$ cat src/rtl/llc_bufs_ctrl_if.sv
// Handshake bundle between the LLC buffer controller and its requesters.
// master: requester/decoder side, slave: llc_bufs_ctrl.
interface llc_bufs_ctrl_if #(parameter int WAY_BITS = 4);
   logic                fifo_decoder_mem_empty;
   logic                fifo_full_lookup;
   logic                fifo_full_proc;
   logic                look;
   logic                set_done;
   logic                rst_state_req;
   logic                mem_rsp_valid;
   logic [WAY_BITS-1:0] mem_rsp_way;
   logic                proc_wr_valid;
   logic [WAY_BITS-1:0] proc_wr_way;
   logic [6:0]          proc_wr_mask;
   logic                proc_evict_incr;
   logic                rd_mem_en;
   logic                rst_state;
   logic                llc_mem_rsp_ready_int;
   logic                proc_wr_ready;
   logic [WAY_BITS-1:0] way;
   logic [6:0]          wr_en_mask;
   logic                incr_evict_way_buf;
   logic                buf_busy;

   modport master (
      output fifo_decoder_mem_empty, fifo_full_lookup, fifo_full_proc, look, set_done,
             rst_state_req, mem_rsp_valid, mem_rsp_way, proc_wr_valid, proc_wr_way,
             proc_wr_mask, proc_evict_incr,
      input  rd_mem_en, rst_state, llc_mem_rsp_ready_int, proc_wr_ready, way, wr_en_mask,
             incr_evict_way_buf, buf_busy
   );

   modport slave (
      input  fifo_decoder_mem_empty, fifo_full_lookup, fifo_full_proc, look, set_done,
             rst_state_req, mem_rsp_valid, mem_rsp_way, proc_wr_valid, proc_wr_way,
             proc_wr_mask, proc_evict_incr,
      output rd_mem_en, rst_state, llc_mem_rsp_ready_int, proc_wr_ready, way, wr_en_mask,
             incr_evict_way_buf, buf_busy
   );
endinterface

$ cat src/rtl/llc_bufs_ctrl.sv
// LLC per-set buffer bank sequencer: loads a set, owns it until processing is done,
// round-robins the single buffer write port between memory responses and the
// processing FSM, and sequences the buffer flush.
// Optional statistics counters are built when LLC_BUF_STATS_EN is defined.
module llc_bufs_ctrl #(
   parameter int WAYS     = 16,
   parameter int WAY_BITS = $clog2(WAYS),
   parameter int STAT_W   = 16
) (
   input logic            clk,
   input logic            rst,
   llc_bufs_ctrl_if.slave bus
`ifdef LLC_BUF_STATS_EN
   ,
   output logic [STAT_W-1:0] stat_loads,
   output logic [STAT_W-1:0] stat_stalls,
   output logic [STAT_W-1:0] stat_conflicts
`endif
);

   typedef enum logic [1:0] {IDLE, ACTIVE, FLUSH} state_t;
   typedef enum logic {RR_MEM, RR_PROC} rr_t;

   state_t              state, state_nxt;
   rr_t                 rr_ptr, rr_nxt;
   logic                rd_mem_en, rst_state, mem_ready, proc_ready, incr, busy;
   logic [WAY_BITS-1:0] way;
   logic [6:0]          wr_en_mask;
   logic                req;

   assign req = bus.rst_state_req;

   // State and round-robin pointer registers
   always_ff @(posedge clk or negedge rst) begin
      if (!rst) begin
         state  <= IDLE;
         rr_ptr <= RR_MEM;
      end else begin
         state  <= state_nxt;
         rr_ptr <= rr_nxt;
      end
   end

   // Next state and outputs; everything is forced low while reset is held
   always_comb begin
      state_nxt  = state;
      rr_nxt     = rr_ptr;
      rd_mem_en  = 1'b0;
      rst_state  = 1'b0;
      mem_ready  = 1'b0;
      proc_ready = 1'b0;
      incr       = 1'b0;
      busy       = 1'b0;
      way        = '0;
      wr_en_mask = '0;
      if (rst) begin
         case (state)
            IDLE: begin
               rd_mem_en = !bus.fifo_decoder_mem_empty && !bus.fifo_full_lookup &&
                           !bus.fifo_full_proc && !req;
               // look=0 packets pass straight through without taking ownership
               if (rd_mem_en && bus.look) state_nxt = ACTIVE;
            end
            ACTIVE: begin
               busy = 1'b1;
               if (!req) begin
                  // Memory wins when alone or when it holds the round-robin turn
                  if (bus.mem_rsp_valid && (!bus.proc_wr_valid || rr_ptr == RR_MEM)) begin
                     mem_ready = 1'b1;
                     way       = bus.mem_rsp_way;
                     rr_nxt    = RR_PROC;
                  end else if (bus.proc_wr_valid) begin
                     proc_ready = 1'b1;
                     way        = bus.proc_wr_way;
                     wr_en_mask = bus.proc_wr_mask;
                     rr_nxt     = RR_MEM;
                  end
                  incr = bus.proc_evict_incr;
                  if (bus.set_done) state_nxt = IDLE;
               end
            end
            FLUSH: begin
               rst_state = 1'b1;
               if (!req) state_nxt = IDLE;
            end
            default: state_nxt = IDLE;
         endcase
         // A flush request abandons any owned set
         if (req) state_nxt = FLUSH;
      end
   end

   assign bus.rd_mem_en             = rd_mem_en;
   assign bus.rst_state             = rst_state;
   assign bus.llc_mem_rsp_ready_int = mem_ready;
   assign bus.proc_wr_ready         = proc_ready;
   assign bus.way                   = way;
   assign bus.wr_en_mask            = wr_en_mask;
   assign bus.incr_evict_way_buf    = incr;
   assign bus.buf_busy              = busy;

`ifdef LLC_BUF_STATS_EN
   logic ev_load, ev_stall, ev_conflict;

   assign ev_load     = rd_mem_en && bus.look;
   assign ev_stall    = (state == IDLE) && !bus.fifo_decoder_mem_empty &&
                        (bus.fifo_full_lookup || bus.fifo_full_proc);
   assign ev_conflict = (state == ACTIVE) && bus.mem_rsp_valid && bus.proc_wr_valid;

   // Saturating event counters; only the hard reset clears them
   always_ff @(posedge clk or negedge rst) begin
      if (!rst) begin
         stat_loads     <= '0;
         stat_stalls    <= '0;
         stat_conflicts <= '0;
      end else begin
         if (ev_load && stat_loads != '1)         stat_loads     <= stat_loads + 1'b1;
         if (ev_stall && stat_stalls != '1)       stat_stalls    <= stat_stalls + 1'b1;
         if (ev_conflict && stat_conflicts != '1) stat_conflicts <= stat_conflicts + 1'b1;
      end
   end
`endif

endmodule
$ cat src/flat_wrapper.sv
// flat-port wrapper written by rule: the top's interface ports become plain ports
module llc_bufs_ctrl_flat 
#(
   parameter int WAYS     = 16,
   parameter int WAY_BITS = $clog2(WAYS),
   parameter int STAT_W   = 16
)
  (clk, rst, bus_fifo_decoder_mem_empty, bus_fifo_full_lookup, bus_fifo_full_proc, bus_look, bus_set_done, bus_rst_state_req, bus_mem_rsp_valid, bus_mem_rsp_way, bus_proc_wr_valid, bus_proc_wr_way, bus_proc_wr_mask, bus_proc_evict_incr, bus_rd_mem_en, bus_rst_state, bus_llc_mem_rsp_ready_int, bus_proc_wr_ready, bus_way, bus_wr_en_mask, bus_incr_evict_way_buf, bus_buf_busy);
  llc_bufs_ctrl_if #(.WAY_BITS(WAY_BITS)) bus_i ();
  input logic clk;
  input logic rst;
  input wire logic [$bits(bus_i.fifo_decoder_mem_empty)-1:0] bus_fifo_decoder_mem_empty;
  input wire logic [$bits(bus_i.fifo_full_lookup)-1:0] bus_fifo_full_lookup;
  input wire logic [$bits(bus_i.fifo_full_proc)-1:0] bus_fifo_full_proc;
  input wire logic [$bits(bus_i.look)-1:0] bus_look;
  input wire logic [$bits(bus_i.set_done)-1:0] bus_set_done;
  input wire logic [$bits(bus_i.rst_state_req)-1:0] bus_rst_state_req;
  input wire logic [$bits(bus_i.mem_rsp_valid)-1:0] bus_mem_rsp_valid;
  input wire logic [$bits(bus_i.mem_rsp_way)-1:0] bus_mem_rsp_way;
  input wire logic [$bits(bus_i.proc_wr_valid)-1:0] bus_proc_wr_valid;
  input wire logic [$bits(bus_i.proc_wr_way)-1:0] bus_proc_wr_way;
  input wire logic [$bits(bus_i.proc_wr_mask)-1:0] bus_proc_wr_mask;
  input wire logic [$bits(bus_i.proc_evict_incr)-1:0] bus_proc_evict_incr;
  output wire logic [$bits(bus_i.rd_mem_en)-1:0] bus_rd_mem_en;
  output wire logic [$bits(bus_i.rst_state)-1:0] bus_rst_state;
  output wire logic [$bits(bus_i.llc_mem_rsp_ready_int)-1:0] bus_llc_mem_rsp_ready_int;
  output wire logic [$bits(bus_i.proc_wr_ready)-1:0] bus_proc_wr_ready;
  output wire logic [$bits(bus_i.way)-1:0] bus_way;
  output wire logic [$bits(bus_i.wr_en_mask)-1:0] bus_wr_en_mask;
  output wire logic [$bits(bus_i.incr_evict_way_buf)-1:0] bus_incr_evict_way_buf;
  output wire logic [$bits(bus_i.buf_busy)-1:0] bus_buf_busy;
  assign bus_i.fifo_decoder_mem_empty = bus_fifo_decoder_mem_empty;
  assign bus_i.fifo_full_lookup = bus_fifo_full_lookup;
  assign bus_i.fifo_full_proc = bus_fifo_full_proc;
  assign bus_i.look = bus_look;
  assign bus_i.set_done = bus_set_done;
  assign bus_i.rst_state_req = bus_rst_state_req;
  assign bus_i.mem_rsp_valid = bus_mem_rsp_valid;
  assign bus_i.mem_rsp_way = bus_mem_rsp_way;
  assign bus_i.proc_wr_valid = bus_proc_wr_valid;
  assign bus_i.proc_wr_way = bus_proc_wr_way;
  assign bus_i.proc_wr_mask = bus_proc_wr_mask;
  assign bus_i.proc_evict_incr = bus_proc_evict_incr;
  assign bus_rd_mem_en = bus_i.rd_mem_en;
  assign bus_rst_state = bus_i.rst_state;
  assign bus_llc_mem_rsp_ready_int = bus_i.llc_mem_rsp_ready_int;
  assign bus_proc_wr_ready = bus_i.proc_wr_ready;
  assign bus_way = bus_i.way;
  assign bus_wr_en_mask = bus_i.wr_en_mask;
  assign bus_incr_evict_way_buf = bus_i.incr_evict_way_buf;
  assign bus_buf_busy = bus_i.buf_busy;
  llc_bufs_ctrl #(.WAYS(WAYS), .WAY_BITS(WAY_BITS), .STAT_W(STAT_W)) u_core (.clk(clk), .rst(rst), .bus(bus_i));
endmodule
$ cat config.mk
export PLATFORM = sky130hd
export DESIGN_NAME = llc_bufs_ctrl_flat
export DESIGN_NICKNAME = d
export VERILOG_FILES = /design/src/rtl/llc_bufs_ctrl_if.sv /design/src/rtl/llc_bufs_ctrl.sv /design/src/flat_wrapper.sv
export SDC_FILE = /design/constraint.sdc
export NUM_CORES = 1
export LEC_CHECK = 0
export ABC_AREA = 0
export CAP_MARGIN = 20
export CORE_MARGIN = 5
export CORE_UTILIZATION = 24
export CTS_CLUSTER_DIAMETER = 100
export DETAILED_ROUTE_END_ITERATION = 8
export PLACE_DENSITY = 0.77
export SKIP_CTS_REPAIR_TIMING = 1
export SLEW_MARGIN = 20
export SYNTH_ARGS = -nofsm -noshare
export SYNTH_HDL_FRONTEND = slang
export SYNTH_SLANG_ARGS = --single-unit
export TNS_END_PERCENT = 5
$ cat constraint.sdc
create_clock -name clk -period 1.53 [get_ports clk]
set_input_delay 0.2295 -clock clk [delete_from_list [all_inputs] [get_ports clk]]
set_output_delay 0.2295 -clock clk [all_outputs]
set_load 0.005 [all_outputs]
* Word level (Yosys, flattened, before mapping)
Cells that the tools add are included.
** Storage, ports and cells
- Output and inout bits :: 17
- Memory bits (read-only) :: 0
- Flip-flop bits (word level) :: 3
- Memory bits (writable) :: 0
- Input bits :: 26
- Latch bits :: 0
- Memories kept :: 0
- Word-level logic and storage cells :: 57
** Cells by class
- Multipliers :: 0
- Shift-type cells :: 0
- Muxes and demuxes :: 34
- Eq/ne operators :: 4
- Reductions and logical operators :: 15
- $lt $le $gt $ge :: 0
- Add/sub/neg operators :: 0
- Bitwise gates (word level) :: 2
- Divide/modulo/power cells :: 0
** Operator list (number)
- 2-to-1 mux 7 bit :: 5
- 2-to-1 mux 1 bit :: 20
- 2-to-1 mux 4 bit :: 5
- 2-to-1 mux 2 bit :: 3
- logical AND 1 bit :: 5
- logical NOT 1 bit :: 5
- one-hot mux 2 bit (2 select lines) :: 1
- AND reduction 4 bit :: 1
- != test 3 x 2 -> 1 bit (second input constant) :: 1
- != test 3 bit (second input constant) :: 1
- AND reduction 3 bit :: 1
- equality test 2 x 1 -> 1 bit (second input constant) :: 1
- equality test 2 bit (second input constant) :: 1
- logical NOT 2 bit :: 1
- inverter 1 bit :: 2
- nonzero test 2 bit :: 1
- logical OR 1 bit :: 1

* Logic depth before layout (Yosys ltp)
Gate-level depths: netlist of the first run.
- Word-level depth :: 8
- Mapped depth :: 3
- Mapped depth without buffers :: 3

* Least setup slack after synthesis of the first run
No wires, ideal clock.
- Path type :: flip-flop to output port
- Start point :: register u_core.state[0]
- End point :: output port bus_rd_mem_en
- Path slack :: 0.127 ns
- Stages on the path, launching flop included :: 3
- Data required time :: 1.300 ns
- Path buffers :: 0
- Arrival :: 1.174 ns
- Cells stage by stage :: dfrtp_1 -> or4b_1 -> nor4_1
** On the way
- Cells in the longest elaborated chain, start to end :: 3
** Ends and longest elaborated chain
- from (decl) :: line llc_bufs_ctrl.sv:24 : state_t state, state_nxt;
- from (signal assigned) :: line llc_bufs_ctrl.sv:39 : state <= state_nxt;
- logical NOT 2 bit :: line llc_bufs_ctrl.sv:57 : case (state)
- 2-to-1 mux 1 bit :: line llc_bufs_ctrl.sv:57
- 2-to-1 mux 1 bit :: line llc_bufs_ctrl.sv:56 : if (rst) begin
- to (decl) :: line flat_wrapper.sv:24 : output wire logic [$bits(bus_i.rd_mem_en)-1:0] bus_rd_mem_en;
Every way passes these cells.

* Worst setup path after layout of the first run
- Start point :: register u_core.rr_ptr
- End point :: output port bus_wr_en_mask[3]
** On the way
- Cells in the longest elaborated chain, start to end :: 7
** Ends and longest elaborated chain
- from (decl) :: line llc_bufs_ctrl.sv:25 : rr_t rr_ptr, rr_nxt;
- from (signal assigned) :: line llc_bufs_ctrl.sv:40 : rr_ptr <= rr_nxt;
- inverter 1 bit :: line llc_bufs_ctrl.sv:68 : if (bus.mem_rsp_valid && (!bus.proc_wr_valid || rr_ptr == RR_MEM)) begin
- logical OR 1 bit :: line llc_bufs_ctrl.sv:68
- logical AND 1 bit :: line llc_bufs_ctrl.sv:68
- 2-to-1 mux 7 bit :: line llc_bufs_ctrl.sv:68
- 2-to-1 mux 7 bit :: line llc_bufs_ctrl.sv:66 : if (!req) begin
- 2-to-1 mux 7 bit :: line llc_bufs_ctrl.sv:57
- 2-to-1 mux 7 bit :: line llc_bufs_ctrl.sv:56
- to (decl) :: line flat_wrapper.sv:29 : output wire logic [$bits(bus_i.wr_en_mask)-1:0] bus_wr_en_mask;
Every way passes these cells.

==> out/metrics.yaml, run 1 <==
syn_avg_cell_area_um2: 7.954
slowest_delay_ns: 0.40
vias_per_cell: 4.874
r2r-end: "u_core.state[0]"
grt_pass1_wl_um: 2352
critical_path_class: "flip-flop to output port"
area_growth_pct: 222.8
antenna_cells: 0
post_drt_wl_per_cell_um: 15.77
cts_buffer_depth: 2
rr_worst_depth: 4
path_clk_slew_ns: 0.05
grt_pass1_vias: 564
grt_overflow_total: 0
slew_viol_final: 0
nFillCells: 90
seq_area_um2: 76.32
synth_seq_cells: 3
synth_cell_types: 19
hold_path.class: "input pin to async pin"
drv_cap: 0
fin_crit_ns: 1.827
cts_tree: "built"
yosys.area.top_type: "dfrtp_1"
finalSetupViolCount: 15
gp_congestion: 0.8056
post-dp-hpwl_um: 1329
cts_buffers: 3
synth_top_area_share_pct: 22.47
hold_viol: 0
leakagePower_nw: 0.6194
worstMarginPinSlew_ns: 0.2938
final_common_cell: "clkdlybuf4s50_1"
multiInputGateArea_um2: 341.6
firstDrtPassIters: 4
end_kind: "output port"
cts.htree.levels: 1
layout_setup_ws_ns: -0.2970
antenna_found_initial: 0
critPathCapture: "bus_wr_en_mask[3]"
status: "finished with violations"
die_h_um: 47.31
final_nets: 139
drt_wl_total_um: 2003
slowest_stage: "dfrtp_1"
synth_cells: 42
drc: 0
startpoint: "u_core.rr_ptr"
yosysSeqAreaShare_pct: 22.47
syn_nets: 68
final_cell_mix: "21 x clkdlybuf4s50_1, 17 x buf_4, 10 x dlymetal6s2s_1, 10 x buf_6, 6 x and2_1"
port_buffers: 42
cp-start-kind: "flip-flop"
ir_worst_vdd_uv: 407.4
finalCritPeriodShare_pct: 119.4
finClkSkew_ns: 0.01268
fp.coreArea_um2: 1301
crit_chain: "a21boi_4 -> buf_6 -> nor4_4 -> buf_4 -> buf_6 -> and2_4 -> buf_6"
die-area_um2: 2238
cts.sinks: 3
max_freq_mhz: 547.4
die_w_um: 47.31
violations: "negative setup slack"
initialDrtViolationCount: 3
rsz0062_at_grt: "yes"
synthTopCellsByArea: "dfrtp_1 22%, and2_1 15%, a21oi_1 7.5%"
clockRootBuffer: "clkbuf_4"
cpMostUsedCell: "buf_6"
ant_nets: 0
yosysWarnings: 0
syn_area_um2: 334.1
ff2ff_setup_slack_ns: 0.09
arrival_ns: 1.60
io_pins: 43
grt_usage_pct: 15.18
r2r_start: "u_core.state[0]"
final_util_pct: 82.88
power_per_cell_area_nw_per_um2: 380.4
num_vias: 619
clock_latency_ns: 0.25
path_max_fanout: 4
initial_core_util_pct: 25.67
fp-row-count: 13
slew_headroom_pct: 80.27
drive_gt1_share_pct: 49.11
grt_max_degree: 9
critical_path_required_ns: 1.30
place_ws_ns: -0.6739
==> Yosys cell counts <==
cell type	count
and2_1	8
a21oi_1	5
nand2_1	5
nand3_1	5
dfrtp_1	3
nor2_1	3
a21bo_2	1
a21boi_2	1
a31oi_1	1
a32o_1	1
and3b_1	1
mux2_2	1
nand2b_1	1
nor3_2	1
nor4_1	1
nor4_4	1
nor4bb_1	1
o31ai_1	1
or4b_1	1
==> worst min path at each step <==
stage	end	slack, ns	cells past startpoint
finish	u_core.state[0]	0.008	3
CTS	u_core.state[0]	0.27	2
floorplan	u_core.rr_ptr	-0.07	0
global route	u_core.state[0]	0.01	3
global placement	u_core.state[0]	0.52	2
detailed placement	u_core.state[0]	0.53	2
==> power by group <==
part	internal (mW)	total, mW	switching (mW)
logic	0.110	0.165	0.0553
clock network	0.0985	0.151	0.0522
registers	0.0843	0.0945	0.0103
total	0.292	0.410	0.118
==> logic make-up after synthesis <==
group	synth area share, %
and+or+nand+nor	53.19
muxes	3.371
DFF	22.47
AOI/OAI and AO/OA	20.97
==> state kept, by name (all words and copies together), names as in the netlist <==
| register | flops |
|---|---|
| u_core.rr_ptr | 1 |
| u_core.state | 2 |
==> critical path: cells and delay by family, from the launching register on <==
family / cells / cell delay [ns]
AOI/OAI and AO/OA: 1 / 0.08
buffers and inverters: 4 / 0.47
DFF: 1 / 0.40
and+or+nand+nor: 2 / 0.40
==> metal layers <==
layer  vias to the layer above  part of all wire, %  track usage (%)
li1                        298                    -                -
met1                       290                   35            13.35
met2                        29                   54            29.95
met3                         2                   11            7.663
met4                         0                 0.45            3.315
met5                         -                    0                0
==> final cells by class <==
| cell class | count | area share (%) |
|---|---|---|
| timing repair buffer | 66 | 57.08 |
| clock buffer | 4 | 2.436 |
| multi-input combinational | 39 | 31.67 |
| sequential | 3 | 7.077 |
| tap | 15 | 1.740 |
==> metrics by stage <==
step | TNS, ns | power, mW | cells | hold slack (ns) | area (um^2)
2_1_floorplan | 0 | 0.1168 | 42 | -0.06609 | 334.1
3_3_place_gp | -9.349 | 0.2207 | 113 | 0.5221 | 878.3
3_5_place_dp | -9.800 | 0.2237 | 113 | 0.5255 | 878.3
4_1_cts | -9.643 | 0.3729 | 117 | 0.2660 | 904.6
5_1_grt | -3.445 | 0.4296 | 127 | 0.01493 | 1079
6_report | -2.651 | 0.4102 | 127 | 0.007759 | 1079
Power figures use the tool's default switching activity.
==> run 2, diff against run 1 <==
Settings changed: CTS_CLUSTER_SIZE from default to 10.
==> results of run 2 <==
No change in the layout: final DEF, timing and power equal those of run 1.
==> run 3, diff against run 2 <==
Settings changed: GPL_ROUTABILITY_DRIVEN from default to 0, SKIP_CTS_REPAIR_TIMING 1 to default.
==> out/metrics.yaml, run 3 (same netlist as run 1, synthesis figures left out) <==
crit_cells: 3
clock_latency_ns: 0.24
grt_pass1_wl_um: 2594
critPathTopFamily: "simple AND/OR/NAND/NOR gates"
switching_share_pct: 28.27
ff2ff_setup_slack_ns: -0.18
hold_viol: 0
clockRootBuffer: "clkbuf_4"
port_buffers: 42
slowest_stage: "or4b_4"
post-dp-hpwl_um: 1329
slew_viol_final: 0
regMostFlops: "u_core.state"
comb_power_share_pct: 40.2
cts.htree.levels: 1
slowest_delay_ns: 0.57
final_common_cell: "clkdlybuf4s50_1"
dp_cells: 113
hold_path.class: "input pin to async pin"
final_nets: 140
fp.coreArea_um2: 1301
end_kind: "output port"
firstDrtPassIters: 4
finalSetupViolCount: 15
die_w_um: 47.31
grt_overflow_total: 0
place_ws_ns: -0.6739
critical_path_class: "flip-flop to output port"
p_sw_uw: 114.3
rsz0062_at_grt: "yes"
cts_buffer_depth: 2
vias_per_cell: 4.734
finalCritPeriodShare_pct: 112.2
seqPwrFrac_pct: 23.0
crit_chain: "or4b_4 -> nor4_4 -> buf_2"
worstMarginPinSlew_ns: 0.2884
antenna_found_initial: 0
status: "finished with violations"
cp-start-kind: "flip-flop"
top_regs: "u_core.state (2), u_core.rr_ptr (1)"
path_max_fanout: 2
grt_pass1_vias: 609
cts_hold_buf: 0
cts_tree: "built"
drive_gt1_share_pct: 50.44
die-area_um2: 2238
stdcell_area_um2: 1011
p_int_uw: 290.0
grt_max_degree: 7
cts_buffers: 3
p_clk_share_pct: 36.8
layout_setup_ws_ns: -0.1866
num_vias: 606
critical_path_required_ns: 1.30
initialDrtViolationCount: 6
leakagePower_nw: 0.5016
slew_headroom_pct: 80.63
fin_crit_ns: 1.717
antenna_cells: 0
power_per_cell_area_nw_per_um2: 399.9
path_buf_inv: 1
cts.sinks: 3
path_clk_slew_ns: 0.05
grt_usage_pct: 16.80
arrival_ns: 1.49
final_cell_mix: "20 x clkdlybuf4s50_1, 18 x buf_4, 14 x buf_2, 8 x and2_1, 8 x buf_6"
ant_nets: 0
violations: "negative setup slack"
initial_core_util_pct: 25.67
stdcell_count: 128
drv_cap: 0
dpl-instance-area_um2: 878.3
max_freq_mhz: 582.5
fp-row-count: 13
drc: 0
finalSetupTns_ns: -1.616
finClkSkew_ns: 0.01386
whs_ns: 0.1177
largest_reg_flops: 2
die_h_um: 47.31
ir_worst_vdd_uv: 414.7
drt_wl_total_um: 1856
post_drt_wl_per_cell_um: 14.50
io_pins: 43
rr_worst_depth: 6
area_growth_pct: 202.6
[run 3: final timing paths]
check                             startpoint         endpoint
min                                      rst  u_core.state[0]
max                          u_core.state[0]    bus_rd_mem_en
max in group asynchronous                rst  u_core.state[1]
max reg2reg                  u_core.state[0]  u_core.state[0]
min in group clk           bus_mem_rsp_valid    u_core.rr_ptr
min reg2reg                    u_core.rr_ptr    u_core.rr_ptr
[run 3: cell type report]
type                       instances  area [um^2]
sequential                         3        76.32
multi-input combinational         39        332.8
timing repair buffer              67        556.8
clock buffer                       4        26.28
fill                              91        290.3
tap                               15        18.77
[run 3: worst min-delay path: cells and delay by family]
family,cells,cell delay [ns]
buf+inv,3,0.45
[run 3: repair_timing]
| item | in CTS | in global routing |
|---|---|---|
| pin swaps | 15 | 3 |
| endpoints found under the setup margin | 17 | 16 |
| buffers inserted | 8 | 3 |
| cloned | 0 | 0 |
| gates resized for setup | 87 | 3 |
[run 3: power by group through the flow]
stage	combinational, mW	clock [mW]	sequential (mW)
after floorplan	0.0252	0	0.0916
after global placement	0.130	0	0.0911
after detailed placement	0.133	0	0.0910
after CTS	0.149	0.150	0.0942
after global routing	0.173	0.162	0.0933
final	0.163	0.149	0.0930
[run 3: metrics by stage]
step / power (mW) / util, %
2_1_floorplan: 0.1168 / -
3_3_place_gp: 0.2207 / 67.50
3_5_place_dp: 0.2237 / 67.50
4_1_cts: 0.3934 / 74.71
5_1_grt: 0.4280 / 77.69
6_report: 0.4043 / 77.69
[run 3: layer usage]
metal / routed length [um] / up-vias / global-route usage (%) / part of all wire [%]
met5: 0 / - / 0 / 0
met4: 11 / 0 / 3.315 / 0.59
met3: 245 / 2 / 7.280 / 13
met2: 986 / 29 / 34.22 / 53
met1: 611 / 275 / 14.71 / 33
li1: - / 300 / - / -
